===== src/rtl/cache_fill_responder.sv =====
// cache_fill_responder
// Memory-side end of the cache line-fill handshake. It issues one wrapped
// 4-word burst read and buffers the words in delivery order, so buffer slot 0
// holds the critical word. It then replays the words to the cache as a
// gap-free 4-cycle burst with a one-cycle fill strobe on the first word.

module cache_fill_responder #(
  parameter int ADDR_W = 25
) (
  input  logic              clk,
  input  logic              reset_n,
  input  logic              cache_req,
  input  logic [ADDR_W-1:0] cache_addr,
  output logic              cache_fill,
  output logic [15:0]       cache_data,
  output logic              mem_req,
  output logic [ADDR_W-1:0] mem_addr,
  input  logic              mem_ack,
  input  logic [15:0]       mem_rdata,
  input  logic              mem_rvalid,
  output logic              busy
);

  typedef enum logic [1:0] {
    ST_IDLE    = 2'd0,
    ST_ISSUE   = 2'd1,
    ST_COLLECT = 2'd2,
    ST_STREAM  = 2'd3
  } state_t;

  state_t            state_q, state_d;
  logic [2:0]        cnt_q, cnt_d;
  logic [1:0]        idx_q, idx_d;
  logic              discard_q, discard_d;
  logic              mem_req_q, mem_req_d;
  logic [ADDR_W-1:0] mem_addr_q, mem_addr_d;
  logic              cache_fill_q, cache_fill_d;
  logic [15:0]       cache_data_q, cache_data_d;
  logic              busy_q, busy_d;
  logic [15:0]       line_buf_q [4];
  logic              wr_en_s;
  logic [1:0]        wr_idx_s;

  assign cache_fill = cache_fill_q;
  assign cache_data = cache_data_q;
  assign mem_req    = mem_req_q;
  assign mem_addr   = mem_addr_q;
  assign busy       = busy_q;
  assign wr_idx_s   = cnt_q[1:0];

  // Next-state and registered-output computation for the fill handshake.
  always_comb begin
    state_d      = state_q;
    cnt_d        = cnt_q;
    idx_d        = idx_q;
    discard_d    = discard_q;
    mem_req_d    = mem_req_q;
    mem_addr_d   = mem_addr_q;
    cache_fill_d = 1'b0;
    cache_data_d = cache_data_q;
    wr_en_s      = 1'b0;

    case (state_q)
      ST_IDLE: begin
        cnt_d     = 3'd0;
        idx_d     = 2'd0;
        discard_d = 1'b0;
        if (cache_req) begin
          mem_addr_d = cache_addr;
          mem_req_d  = 1'b1;
          state_d    = ST_ISSUE;
        end else begin
          mem_req_d = 1'b0;
        end
      end

      ST_ISSUE: begin
        // The request is never withdrawn; a dropped cache_req only marks the
        // transaction for discard.
        if (!cache_req) begin
          discard_d = 1'b1;
        end else begin
          discard_d = discard_q;
        end
        if (mem_ack) begin
          mem_req_d = 1'b0;
          state_d   = ST_COLLECT;
          // A word arriving together with the ack is the critical word.
          if (mem_rvalid) begin
            wr_en_s = 1'b1;
            cnt_d   = cnt_q + 3'd1;
          end else begin
            cnt_d = cnt_q;
          end
        end else begin
          mem_req_d = 1'b1;
        end
      end

      ST_COLLECT: begin
        if (!cache_req) begin
          discard_d = 1'b1;
        end else begin
          discard_d = discard_q;
        end
        if (mem_rvalid) begin
          wr_en_s = 1'b1;
          cnt_d   = cnt_q + 3'd1;
          if (cnt_q == 3'd3) begin
            if (discard_q || !cache_req) begin
              discard_d = 1'b0;
              state_d   = ST_IDLE;
            end else begin
              // Slot 0 was filled earlier, so the critical word can be
              // launched on the same edge that captures the last word.
              state_d      = ST_STREAM;
              idx_d        = 2'd0;
              cache_fill_d = 1'b1;
              cache_data_d = line_buf_q[0];
            end
          end else begin
            state_d = ST_COLLECT;
          end
        end else begin
          cnt_d = cnt_q;
        end
      end

      ST_STREAM: begin
        if (idx_q == 2'd3) begin
          // Last word stays on cache_data after the burst.
          state_d = ST_IDLE;
        end else begin
          idx_d        = idx_q + 2'd1;
          cache_data_d = line_buf_q[idx_q + 2'd1];
        end
      end

      default: begin
        state_d = ST_IDLE;
      end
    endcase

    busy_d = (state_d != ST_IDLE);
  end

  // Control state and registered outputs.
  always_ff @(posedge clk or negedge reset_n) begin
    if (!reset_n) begin
      state_q      <= ST_IDLE;
      cnt_q        <= 3'd0;
      idx_q        <= 2'd0;
      discard_q    <= 1'b0;
      mem_req_q    <= 1'b0;
      mem_addr_q   <= '0;
      cache_fill_q <= 1'b0;
      cache_data_q <= 16'd0;
      busy_q       <= 1'b0;
    end else begin
      state_q      <= state_d;
      cnt_q        <= cnt_d;
      idx_q        <= idx_d;
      discard_q    <= discard_d;
      mem_req_q    <= mem_req_d;
      mem_addr_q   <= mem_addr_d;
      cache_fill_q <= cache_fill_d;
      cache_data_q <= cache_data_d;
      busy_q       <= busy_d;
    end
  end

  // Line buffer, written in delivery order (slot 0 = critical word).
  always_ff @(posedge clk or negedge reset_n) begin
    if (!reset_n) begin
      for (int i = 0; i < 4; i++) begin
        line_buf_q[i] <= 16'd0;
      end
    end else if (wr_en_s) begin
      line_buf_q[wr_idx_s] <= mem_rdata;
    end
  end

endmodule

===== config.mk =====
export PLATFORM = sky130hd
export DESIGN_NAME = cache_fill_responder
export DESIGN_NICKNAME = d
export VERILOG_FILES = /design/src/rtl/cache_fill_responder.sv
export SDC_FILE = /design/constraint.sdc
export NUM_CORES = 1
export LEC_CHECK = 0
export CAP_MARGIN = 20
export CELL_PAD_IN_SITES_DETAIL_PLACEMENT = 0
export CELL_PAD_IN_SITES_GLOBAL_PLACEMENT = 1
export CORE_ASPECT_RATIO = 1.5
export CORE_MARGIN = 5
export CORE_UTILIZATION = 47
export DETAILED_ROUTE_END_ITERATION = 12
export PLACE_DENSITY = 0.93
export SETUP_SLACK_MARGIN = 0.2
export SYNTH_ARGS = -nofsm -noshare
export SYNTH_HDL_FRONTEND = slang
export SYNTH_SLANG_ARGS = --single-unit

===== constraint.sdc =====
create_clock -name clk -period 5.7 [get_ports clk]
set_input_delay 0.855 -clock clk [delete_from_list [all_inputs] [get_ports clk]]
set_output_delay 0.855 -clock clk [all_outputs]
set_load 0.005 [all_outputs]

==> metrics.md, run 1 <==
| Metric | Value |
|---|---|
| Total area of sequential cells | `2900 um2` |
| Filler cell count | `863` |
| Layout cells sized above 1 | `21.0%` |
| Post-synth top area share | `53.3%` |
| Final total power | `0.00383 W` |
| Type of the worst setup path | `reg2reg` |
| First-pass DRT Iterations | `4` |
| Clock skew | `0.0104 ns` |
| Number of global-route vias before repair | `3821` |
| Final wirelength | `12.0 mm` |
| CP arrival | `3.38 ns` |
| Top_reg_cell synth | `dfrtp_1` |
| Req. time, crit path | `6.00 ns` |
| Global-route wire length before repair | `19.7 mm` |
| Post-synthesis sequential area ratio | `53.3%` |
| Final period util | `54.1%` |
| Setup bufs post-CTS | `0` |
| Cell Area, Synth | `5450 um2` |
| Number of flops mapped to enable cells by yosys | `0` |
| Placed cells | `601` |
| Synth Register Bits | `116` |
| # setup viols final | `0` |
| Syn-to-layout area delta | `29.3%` |
| Final Slew Violations | `0` |
| Slowest Stage Delay on Critical Path | `1.00 ns` |
| Ranking of synthesized cells by area | `dfrtp_1, mux2_4, mux2_1` |
| DRT iter0 DRCs | `87` |
| Max rail drop VDD | `251 uV` |
| Startpoint types | `flip-flop` |
| Hold_buf cts | `0` |
| Wire per inst | `18.9 um` |
| Slew Limit Headroom | `37.9%` |
| I/O Pins | `90` |
| Syn Area/Cell | `14.2 um2` |
| Most used cell, CP | `nand2_1` |
| Core Box Area | `11400 um2` |
| Number of diodes | `0` |
| HPWL Detailed | `7.71 mm` |
| Die area | `13900 um2` |
| Initial antenna violation count | `0` |
| Synth top cells by count | `dfrtp_1, mux2_1, mux2_4, nand2_1` |
| Worst-path fanout max | `22` |
| Syn nets | `442` |
| Total gr overflow | `0` |
| Top-count cell post-synth | `dfrtp_1` |
| CTS HTree Levels | `4` |
| Ys Warns | `0` |
| # DRC | `0` |
| Setup slack after layout | `2.61 ns` |
| Area of the multi-input gates | `2310 um2` |
| Avg Vias per Cell | `5.40` |
| Post-synthesis async set-or-reset flop share | `100%` |
| Final ANT Viol Nets | `0` |
| Num CTS Buffers | `17` |
| Post-synth top area cell | `dfrtp_1` |
| P_leak | `3.17 nW` |
| FP Rows | `48` |
| Total track usage | `18.2%` |
| Die Y | `142 um` |
| Pin count of the biggest net entering global routing | `80` |
| Crit path max-delay family | `adder cells` |
| Clk sinks | `116` |
| Port bufs | `89` |
| DP Worst Slack | `2.68 ns` |
| Final hold violation count | `0` |
| Worst-path clk slew | `0.06 ns` |
| CTS Buffer Depth | `2` |
| WP buf/inv | `0` |
| Layout Cells excl Fill | `635` |
| Yosys cell types | `44` |
| Vias | `3429` |
| Worst Max-Slew Pin Slew | `0.927 ns` |
| Status | `finished, final reports clean` |
| HP Class | `in2async` |
| Worst R2R Setup Slack | `2.61 ns` |
| RSZ-0062 raised after global routing | `no` |
| Die X | `97.9 um` |
| Setup TNS | `0 ns` |
| Hold slack | `0.405 ns` |
| Nets | `531` |
| Power per cell area | `543 nW/um2` |
| Initial Util | `47.8%` |
| Clk_lat worst skew | `0.41 ns` |
| Max Freq | `0.324 GHz` |
| CP max stage cell | `ha_1` |
| CTS-repair resized insts | `0` |
| Clock tree from TritonCTS | `built` |
| CP cell instances | `ha_1 > nand2_1 > o22ai_1 > nand2_1 > a22o_1` |
| Crit end category | `flip-flop` |
| Root Driver | `clkbuf_16` |
| Placer Congestion | `0.780` |
| MaxCap Viol Count | `0` |
| Cells after Synth | `383` |
| Crit path time final | `3.09 ns` |
-- final cells by class --
cell class | count | share of cell area (%)
Timing Repair Buffer | 92 | 13.3
Inverter | 9 | 0.479
Clock inverter | 8 | 2.38
Tap cell | 150 | 2.66
Clock buffer | 24 | 7.26
Sequential cell | 116 | 41.2
Multi-Input combinational cell | 236 | 32.7
-- placed cells by master, fill, tap and decap left out, types with 5 or more instances in the layout --
cell             count
a22o_1              16
bufinv_16            5
clkbuf_16           17
clkbuf_8             6
clkdlybuf4s50_1     88
dfrtp_1            116
ha_1                13
inv_1                9
mux2_1              53
mux2_2              12
mux2_4              40
nand2_1             21
o21a_1              17
o22ai_1             17
-- final timing paths --
check | start | endpoint | cells past startpoint
min in group clk | line_buf_q[33] | line_buf_q[33] | 1
hold reg to reg | line_buf_q[33] | line_buf_q[33] | 1
setup / recovery | idx_q[0] | cache_data[5] | 5
max in group asynchronous | reset_n | mem_addr[15] | 3
hold / removal | reset_n | cache_data[9] | 1
setup reg to reg | idx_q[0] | cache_data[5] | 5
-- flip-flops by register name, summed over array words and instances (netlist names) --
register    flops
line_buf_q     64
discard_q       1
mem_req         1
mem_addr       25
cnt_q           3
cache_fill      1
state_q         2
cache_data     16
busy            1
idx_q           2
-- cell families (layout without fill, tap and decap cells) --
logic type | Yosys count | after routing | share of synthesized area, %
buffers and inverters | 31 | 133 | 4.41
AOI/OAI and AO/OA | 68 | 68 | 9.55
adders and majority gates | 13 | 13 | 2.99
DFF | 116 | 116 | 53.3
muxes | 105 | 105 | 24.5
and+or+nand+nor | 50 | 50 | 5.33
-- metrics by stage --
stage          utilization (%)  cell area (um2)
2_1_floorplan                -             5450
3_3_place_gp              55.4             6330
3_5_place_dp              55.4             6330
4_1_cts                   61.4             7010
5_1_grt                   61.8             7050
6_report                  61.8             7050
-- routing by layer --
| layer | global-route usage (%) | vias up | wire length, um |
|---|---|---|---|
| met5 | 0 | - | 0 |
| met4 | 7.80 | 0 | 272 |
| met3 | 4.62 | 20 | 336 |
| met2 | 32.1 | 61 | 6560 |
| met1 | 20.7 | 1789 | 4850 |
| li1 | - | 1559 | - |
-- report_power, final --
| part | switching (W) | leakage, nW | internal (W) | total [W] |
|---|---|---|---|---|
| combinational | 0.000497 | 1.35 | 0.000766 | 0.00126 |
| sequential | 0.000199 | 1.49 | 0.00116 | 0.00136 |
| clock | 0.000365 | 0.332 | 0.000844 | 0.00121 |
-- worst reg2reg max path, cell delays in order, from the launching register on --
cell and delay [ns]:
dfrtp_1 0.67, ha_1 1.00, nand2_1 0.63, o22ai_1 0.36
nand2_1 0.10, a22o_1 0.21
No activity file was read; power rests on OpenSTA's default activity.
==> run 2, diff against run 1 <==
--- a/config.mk
+++ b/config.mk
@@ -10,9 +10,9 @@
 export CELL_PAD_IN_SITES_GLOBAL_PLACEMENT = 1
 export CORE_ASPECT_RATIO = 1.5
 export CORE_MARGIN = 5
-export CORE_UTILIZATION = 47
+export CORE_UTILIZATION = 44
 export DETAILED_ROUTE_END_ITERATION = 12
-export PLACE_DENSITY = 0.93
+export PLACE_DENSITY = 0.88
 export SETUP_SLACK_MARGIN = 0.2
 export SYNTH_ARGS = -nofsm -noshare
 export SYNTH_HDL_FRONTEND = slang
==> constraint.sdc (replaced) <==
create_clock -name clk -period 3.1 [get_ports clk]
set_input_delay 0.465 -clock clk [delete_from_list [all_inputs] [get_ports clk]]
set_output_delay 0.465 -clock clk [all_outputs]
set_load 0.005 [all_outputs]
==> run 2 against run 1 <==
Compared with the run above: core utilization is 4.0 points lower; wire length is 3.0% lower; count of clock-buffer cells in the layout is 3 lower; sequential power is 82% higher; global-route usage is 0.95 points lower; sequential share of layout area is 0.41 points higher; worst setup slack worse by 1.8 ns; maximum frequency is 36% higher; critical path depth stayed put; final cell count is 0.94% higher; combinational power is 86% higher; register-to-register slack worse by 1.8 ns; largest cell class unchanged; largest power group unchanged.
==> metrics.md, run 2 (synthesized netlist as in run 1, its figures left out) <==
| Metric | Value |
|---|---|
| Commonest non-fill, non-tap cell in the layout | `dfrtp_1 (unchanged)` |
| HP Class | `in2async (unchanged)` |
| Crit end category | `flip-flop (unchanged)` |
| Filler cell count | `981 (was 863)` |
| Final period util | `73.0% (was 54.1%)` |
| HPWL Detailed | `7.85 mm (was 7.71 mm)` |
| Total gr overflow | `0 (unchanged)` |
| Wire per inst | `18.2 um (was 18.9 um)` |
| DRT iter0 DRCs | `113 (was 87)` |
| Die X | `101 um (was 97.9 um)` |
| Placed cells | `610 (was 601)` |
| # DRC | `0 (unchanged)` |
| Crit path time final | `2.26 ns (was 3.09 ns)` |
| Worst-path clk slew | `0.05 ns (was 0.06 ns)` |
| Die area | `14800 um2 (was 13900 um2)` |
| CP arrival | `2.61 ns (was 3.38 ns)` |
| Hold_buf cts | `0 (unchanged)` |
| Setup TNS | `0 ns (unchanged)` |
| Layout cells sized above 1 | `21.3% (was 21.0%)` |
| Number of diodes | `0 (unchanged)` |
| Pin count of the biggest net entering global routing | `72 (was 80)` |
| P_leak | `3.15 nW (was 3.17 nW)` |
| Placer Congestion | `0.812 (was 0.780)` |
| Num CTS Buffers | `17 (unchanged)` |
| FP Rows | `49 (was 48)` |
| Final Slew Violations | `0 (unchanged)` |
| Biggest register | `line_buf_q (unchanged)` |
| I/O Pins | `90 (unchanged)` |
| Reg2Reg Depth | `5 (unchanged)` |
| Layout Cells excl Fill | `641 (was 635)` |
| Clk sinks | `116 (unchanged)` |
| Global-route wire length before repair | `19.9 mm (was 19.7 mm)` |
| Status | `finished, final reports clean (unchanged)` |
| Startpoint types | `flip-flop (unchanged)` |
| Root Driver | `clkbuf_16 (unchanged)` |
| Number of global-route vias before repair | `3985 (was 3821)` |
| Most frequent cells in the layout | `dfrtp_1, clkdlybuf4s50_1, mux2_1 (unchanged)` |
| Nets | `535 (was 531)` |
| Total track usage | `17.2% (was 18.2%)` |
| CTS Buffer Depth | `2 (unchanged)` |
| Initial Util | `45.1% (was 47.8%)` |
| Port bufs | `89 (unchanged)` |
| Worst Max-Slew Pin Slew | `0.659 ns (was 0.927 ns)` |
| Power per cell area | `969 nW/um2 (was 543 nW/um2)` |
| Clock skew | `0.00952 ns (was 0.0104 ns)` |
| Avg Vias per Cell | `5.37 (was 5.40)` |
| Final ANT Viol Nets | `0 (unchanged)` |
| Critical path startpoint | `state_q[0] (was idx_q[0])` |
| Final total power | `0.00677 W (was 0.00383 W)` |
| Req. time, crit path | `3.45 ns (was 6.00 ns)` |
| # setup viols final | `0 (unchanged)` |
| Final hold violation count | `0 (unchanged)` |
| MaxCap Viol Count | `0 (unchanged)` |
| CTS-repair resized insts | `0 (unchanged)` |
| Syn-to-layout area delta | `28.1% (was 29.3%)` |
| Core Util, Final | `57.8% (was 61.8%)` |
| Initial antenna violation count | `0 (unchanged)` |
| Worst-path fanout max | `16 (was 22)` |
| Max reg flops | `64 (unchanged)` |
| Clk_lat worst skew | `0.41 ns (about the same)` |
| Slew Limit Headroom | `56.0% (was 37.9%)` |
| Max Freq | `0.442 GHz (was 0.324 GHz)` |
| Vias | `3444 (was 3429)` |
| Die Y | `146 um (was 142 um)` |
| Setup bufs post-CTS | `0 (unchanged)` |
| Core Box Area | `12100 um2 (was 11400 um2)` |
| RSZ-0062 raised after global routing | `no (unchanged)` |
| Final wirelength | `11.7 mm (was 12.0 mm)` |
| Type of the worst setup path | `reg2reg (unchanged)` |
| Clock tree from TritonCTS | `built (unchanged)` |
| FF-to-FF Start | `state_q[0] (was idx_q[0])` |
| Max rail drop VDD | `430 uV (was 251 uV)` |
| First-pass DRT Iterations | `4 (unchanged)` |
| CTS HTree Levels | `4 (unchanged)` |
==> run 2: changes by cell type in the layout (fill, tap and decap cells not counted), moves of 2 or more <==
cell | previous run | this run
buf_4 | 2 | 7
clkbuf_8 | 6 | 2
clkinv_2 | 2 | 5
bufinv_16 | 5 | 3
==> run 2: final cells by class <==
| cell class | count | area, um2 | area share [%] |
|---|---|---|---|
| Sequential cell | 116 | 2900 | 41.6 |
| Multi-Input combinational cell | 236 | 2310 | 33.0 |
| Timing Repair Buffer | 96 | 953 | 13.7 |
| Clock buffer | 21 | 460 | 6.60 |
| Tap cell | 153 | 191 | 2.74 |
| Clock inverter | 10 | 131 | 1.88 |
| Inverter | 9 | 33.8 | 0.484 |
==> run 2: routing by layer <==
layer	up-vias	track usage, %	part of all wire, %
li1	1565	-	-
met1	1765	19.6	40
met2	100	29.5	52
met3	14	6.01	6.5
met4	0	5.87	1.3
met5	-	0	0
==> run 2: per-stage QoR <==
stage	hold WS (ns)	cell area [um2]	setup WS, ns
2_1_floorplan	0.169	5450	1.24
3_3_place_gp	0.461	6390	0.888
3_5_place_dp	0.469	6390	0.830
4_1_cts	0.0773	6980	0.818
5_1_grt	0.107	6980	0.696
6_report	0.0641	6980	0.838
==> run 2: worst paths after layout <==
check	end	slack, ns
setup / recovery	cache_data[5]	0.84
hold / removal	line_buf_q[23]	0.06
setup reg to reg	cache_data[5]	0.84
hold reg to reg	line_buf_q[33]	0.48
max in group asynchronous	mem_addr[9]	2.25
min in group clk	line_buf_q[33]	0.48
==> run 2: critical path, cell delays in order (launching register included) <==
cell and delay (ns):
dfrtp_1 0.45, ha_1 0.48, nor2b_2 0.43, a2bb2oi_4 0.48, o21a_1 0.21, a22o_1 0.13
==> run 2: report_power, final <==
group | switching, W | internal (W)
Sequential | 0.000341 | 0.00213
Clock | 0.000667 | 0.00129
Combinational | 0.000919 | 0.00142
Total | 0.00193 | 0.00484
==> run 3, diff against run 2 <==
==> constraint.sdc (replaced) <==
create_clock -name clk -period 2.3 [get_ports clk]
set_input_delay 0.345 -clock clk [delete_from_list [all_inputs] [get_ports clk]]
set_output_delay 0.345 -clock clk [all_outputs]
set_load 0.005 [all_outputs]
==> run 3 against run 2 <==
Compared with the run above: global-route usage grew 0.30 points; count of clock-buffer cells in the layout grew 2; hold slack gained 0.38 ns; first-iteration DRC count shrank 7.1%; maximum frequency grew 14%; die area is the same; via count shrank 0.73%; critical path depth grew 1; core utilization grew 1.8 points; final cell count grew 1.7%; sequential share of layout area shrank 1.3 points; largest cell class unchanged; clock skew shrank 0.0012 ns.
==> metrics.md, run 3 (synthesized netlist as in run 1, its figures left out) <==
| Metric | Value |
|---|---|
| Clock tree from TritonCTS | `built (unchanged)` |
| Total gr overflow | `0 (unchanged)` |
| Final ANT Viol Nets | `0 (unchanged)` |
| Crit path time final | `1.98 ns (was 2.26 ns)` |
| Layout cells sized above 1 | `23.0% (was 21.3%)` |
| FP Rows | `49 (unchanged)` |
| Crit Reg-Reg Endpoint | `cache_data[15] (was cache_data[5])` |
| Clock skew | `0.00833 ns (was 0.00952 ns)` |
| # DRC | `0 (unchanged)` |
| Max Freq | `0.505 GHz (was 0.442 GHz)` |
| Slowest Stage Delay on Critical Path | `0.52 ns (was 0.48 ns)` |
| Die area | `14800 um2 (unchanged)` |
| Final hold violation count | `0 (unchanged)` |
| HP Class | `in2async (unchanged)` |
| CTS Buffer Depth | `2 (unchanged)` |
| RSZ-0062 raised after global routing | `no (unchanged)` |
| Max reg flops | `64 (unchanged)` |
| Root Driver | `clkbuf_16 (unchanged)` |
| Crit path max-delay family | `adder cells (was compound AO/OA/AOI/OAI gates)` |
| HPWL Detailed | `8.15 mm (was 7.85 mm)` |
| Setup TNS | `0 ns (unchanged)` |
| Clk sinks | `116 (unchanged)` |
| Finished Cell Area | `7200 um2 (was 6980 um2)` |
| Slew Limit Headroom | `62.6% (was 56.0%)` |
| I/O Pins | `90 (unchanged)` |
| Vias | `3419 (was 3444)` |
| DP Worst Slack | `0.0397 ns (was 0.830 ns)` |
| Crit end category | `flip-flop (unchanged)` |
| Port bufs | `89 (unchanged)` |
| Syn-to-layout area delta | `32.1% (was 28.1%)` |
| Num CTS Buffers | `17 (unchanged)` |
| Power per cell area | `1320 nW/um2 (was 969 nW/um2)` |
| Initial Util | `45.1% (unchanged)` |
| Final wirelength | `12.1 mm (was 11.7 mm)` |
| WP buf/inv | `1 (was 0)` |
| Total track usage | `17.5% (was 17.2%)` |
| Global-route wire length before repair | `20.1 mm (was 19.9 mm)` |
| Avg Vias per Cell | `5.24 (was 5.37)` |
| Worst Max-Slew Pin Slew | `0.560 ns (was 0.659 ns)` |
| Die Y | `146 um (unchanged)` |
| Reg2Reg Depth | `6 (was 5)` |
| Setup slack after layout | `0.322 ns (was 0.838 ns)` |
| CTS HTree Levels | `4 (unchanged)` |
| FF-to-FF Start | `idx_q[1] (was state_q[0])` |
| Number of global-route vias before repair | `3993 (was 3985)` |
| Placed instance area | `6450 um2 (was 6390 um2)` |
| Worst-path clk slew | `0.06 ns (was 0.05 ns)` |
| Worst-path fanout max | `12 (was 16)` |
| Final Slew Violations | `0 (unchanged)` |
| Nets | `545 (was 535)` |
| Max rail drop VDD | `739 uV (was 430 uV)` |
| Biggest register | `line_buf_q (unchanged)` |
| DRT iter0 DRCs | `105 (was 113)` |
| First-pass DRT Iterations | `7 (was 4)` |
| Pin count of the biggest net entering global routing | `41 (was 72)` |
| Die X | `101 um (unchanged)` |
| Core Box Area | `12100 um2 (unchanged)` |
| Startpoint types | `flip-flop (unchanged)` |
| Worst R2R Setup Slack | `0.32 ns (was 0.84 ns)` |
| # setup viols final | `0 (unchanged)` |
| Req. time, crit path | `2.58 ns (was 3.45 ns)` |
| Clk_lat worst skew | `0.41 ns (about the same)` |
| CP arrival | `2.26 ns (was 2.61 ns)` |
| Number of diodes | `0 (unchanged)` |
| Commonest non-fill, non-tap cell in the layout | `dfrtp_1 (unchanged)` |
| Type of the worst setup path | `reg2reg (unchanged)` |
| Core Util, Final | `59.6% (was 57.8%)` |
| Placer Congestion | `0.764 (was 0.812)` |
| Final period util | `86.0% (was 73.0%)` |
| CP max stage cell | `ha_2 (was ha_1)` |
| Initial antenna violation count | `0 (unchanged)` |
| Status | `finished, final reports clean (unchanged)` |
| Most frequent cells in the layout | `dfrtp_1, clkdlybuf4s50_1, mux2_1 (unchanged)` |
| Wire per inst | `18.5 um (was 18.2 um)` |
| P_leak | `3.24 nW (was 3.15 nW)` |
| CP cell instances | `ha_2 > buf_4 > mux2_1 > o22ai_1 > nand2_1 > a22o_1 (was ha_1 > nor2b_2 > a2bb2oi_4 > o21a_1 > a22o_1)` |
| MaxCap Viol Count | `0 (unchanged)` |
run 3: worst max path at each step:
stage                     startpoint             end  slack (ns)  cells after the start
after global routing      state_q[1]  line_buf_q[18]        0.18                      6
after global placement      idx_q[1]   cache_data[6]        0.11                      5
after detailed placement    idx_q[1]   cache_data[3]        0.04                      5
final                       idx_q[1]  cache_data[15]        0.32                      6
after CTS                 state_q[0]  line_buf_q[51]        0.27                      6
after floorplan           state_q[1]  line_buf_q[21]        0.44                      8
run 3: repair_timing:
action                                  CTS  global route
hold endpoints to repair                 34             0
pin swaps                                 0             3
setup buffers                             0             4
hold buffers                              1             0
endpoints found under the setup margin   16            20
gates resized for setup                   3             1
run 3: stage by stage:
| stage | total power, W | hold WS [ns] | instances |
|---|---|---|---|
| finish | 0.00950 | 0.439 | 652 |
| global route | 0.0101 | 0.485 | 652 |
| CTS | 0.00959 | 0.452 | 648 |
| detailed placement | 0.00661 | 0.350 | 615 |
| global placement | 0.00648 | 0.346 | 615 |
| floorplan | 0.00521 | 0.0494 | 383 |
run 3: power by group:
part	switching, W	leakage (nW)	internal, W
clock network	0.000893	0.321	0.00200
logic	0.00127	1.43	0.00201
registers	0.000461	1.49	0.00287
run 3: layout make-up:
cell class | count | area (um2)
Multi-Input combinational cell | 236 | 2330
Tap cell | 153 | 191
Clock inverter | 9 | 174
Clock buffer | 23 | 478
Fill cell | 959 | 4880
Timing Repair Buffer | 106 | 1090
Inverter | 9 | 33.8
Sequential cell | 116 | 2900
run 3: per-layer routing:
layer  part of all wire [%]  GRT usage (%)  up-vias
li1                       -              -     1586
met1                     39           19.7     1726
met2                     54           30.6       95
met3                    5.8           6.06       12
met4                    1.3           5.39        0
met5                      0              0        -
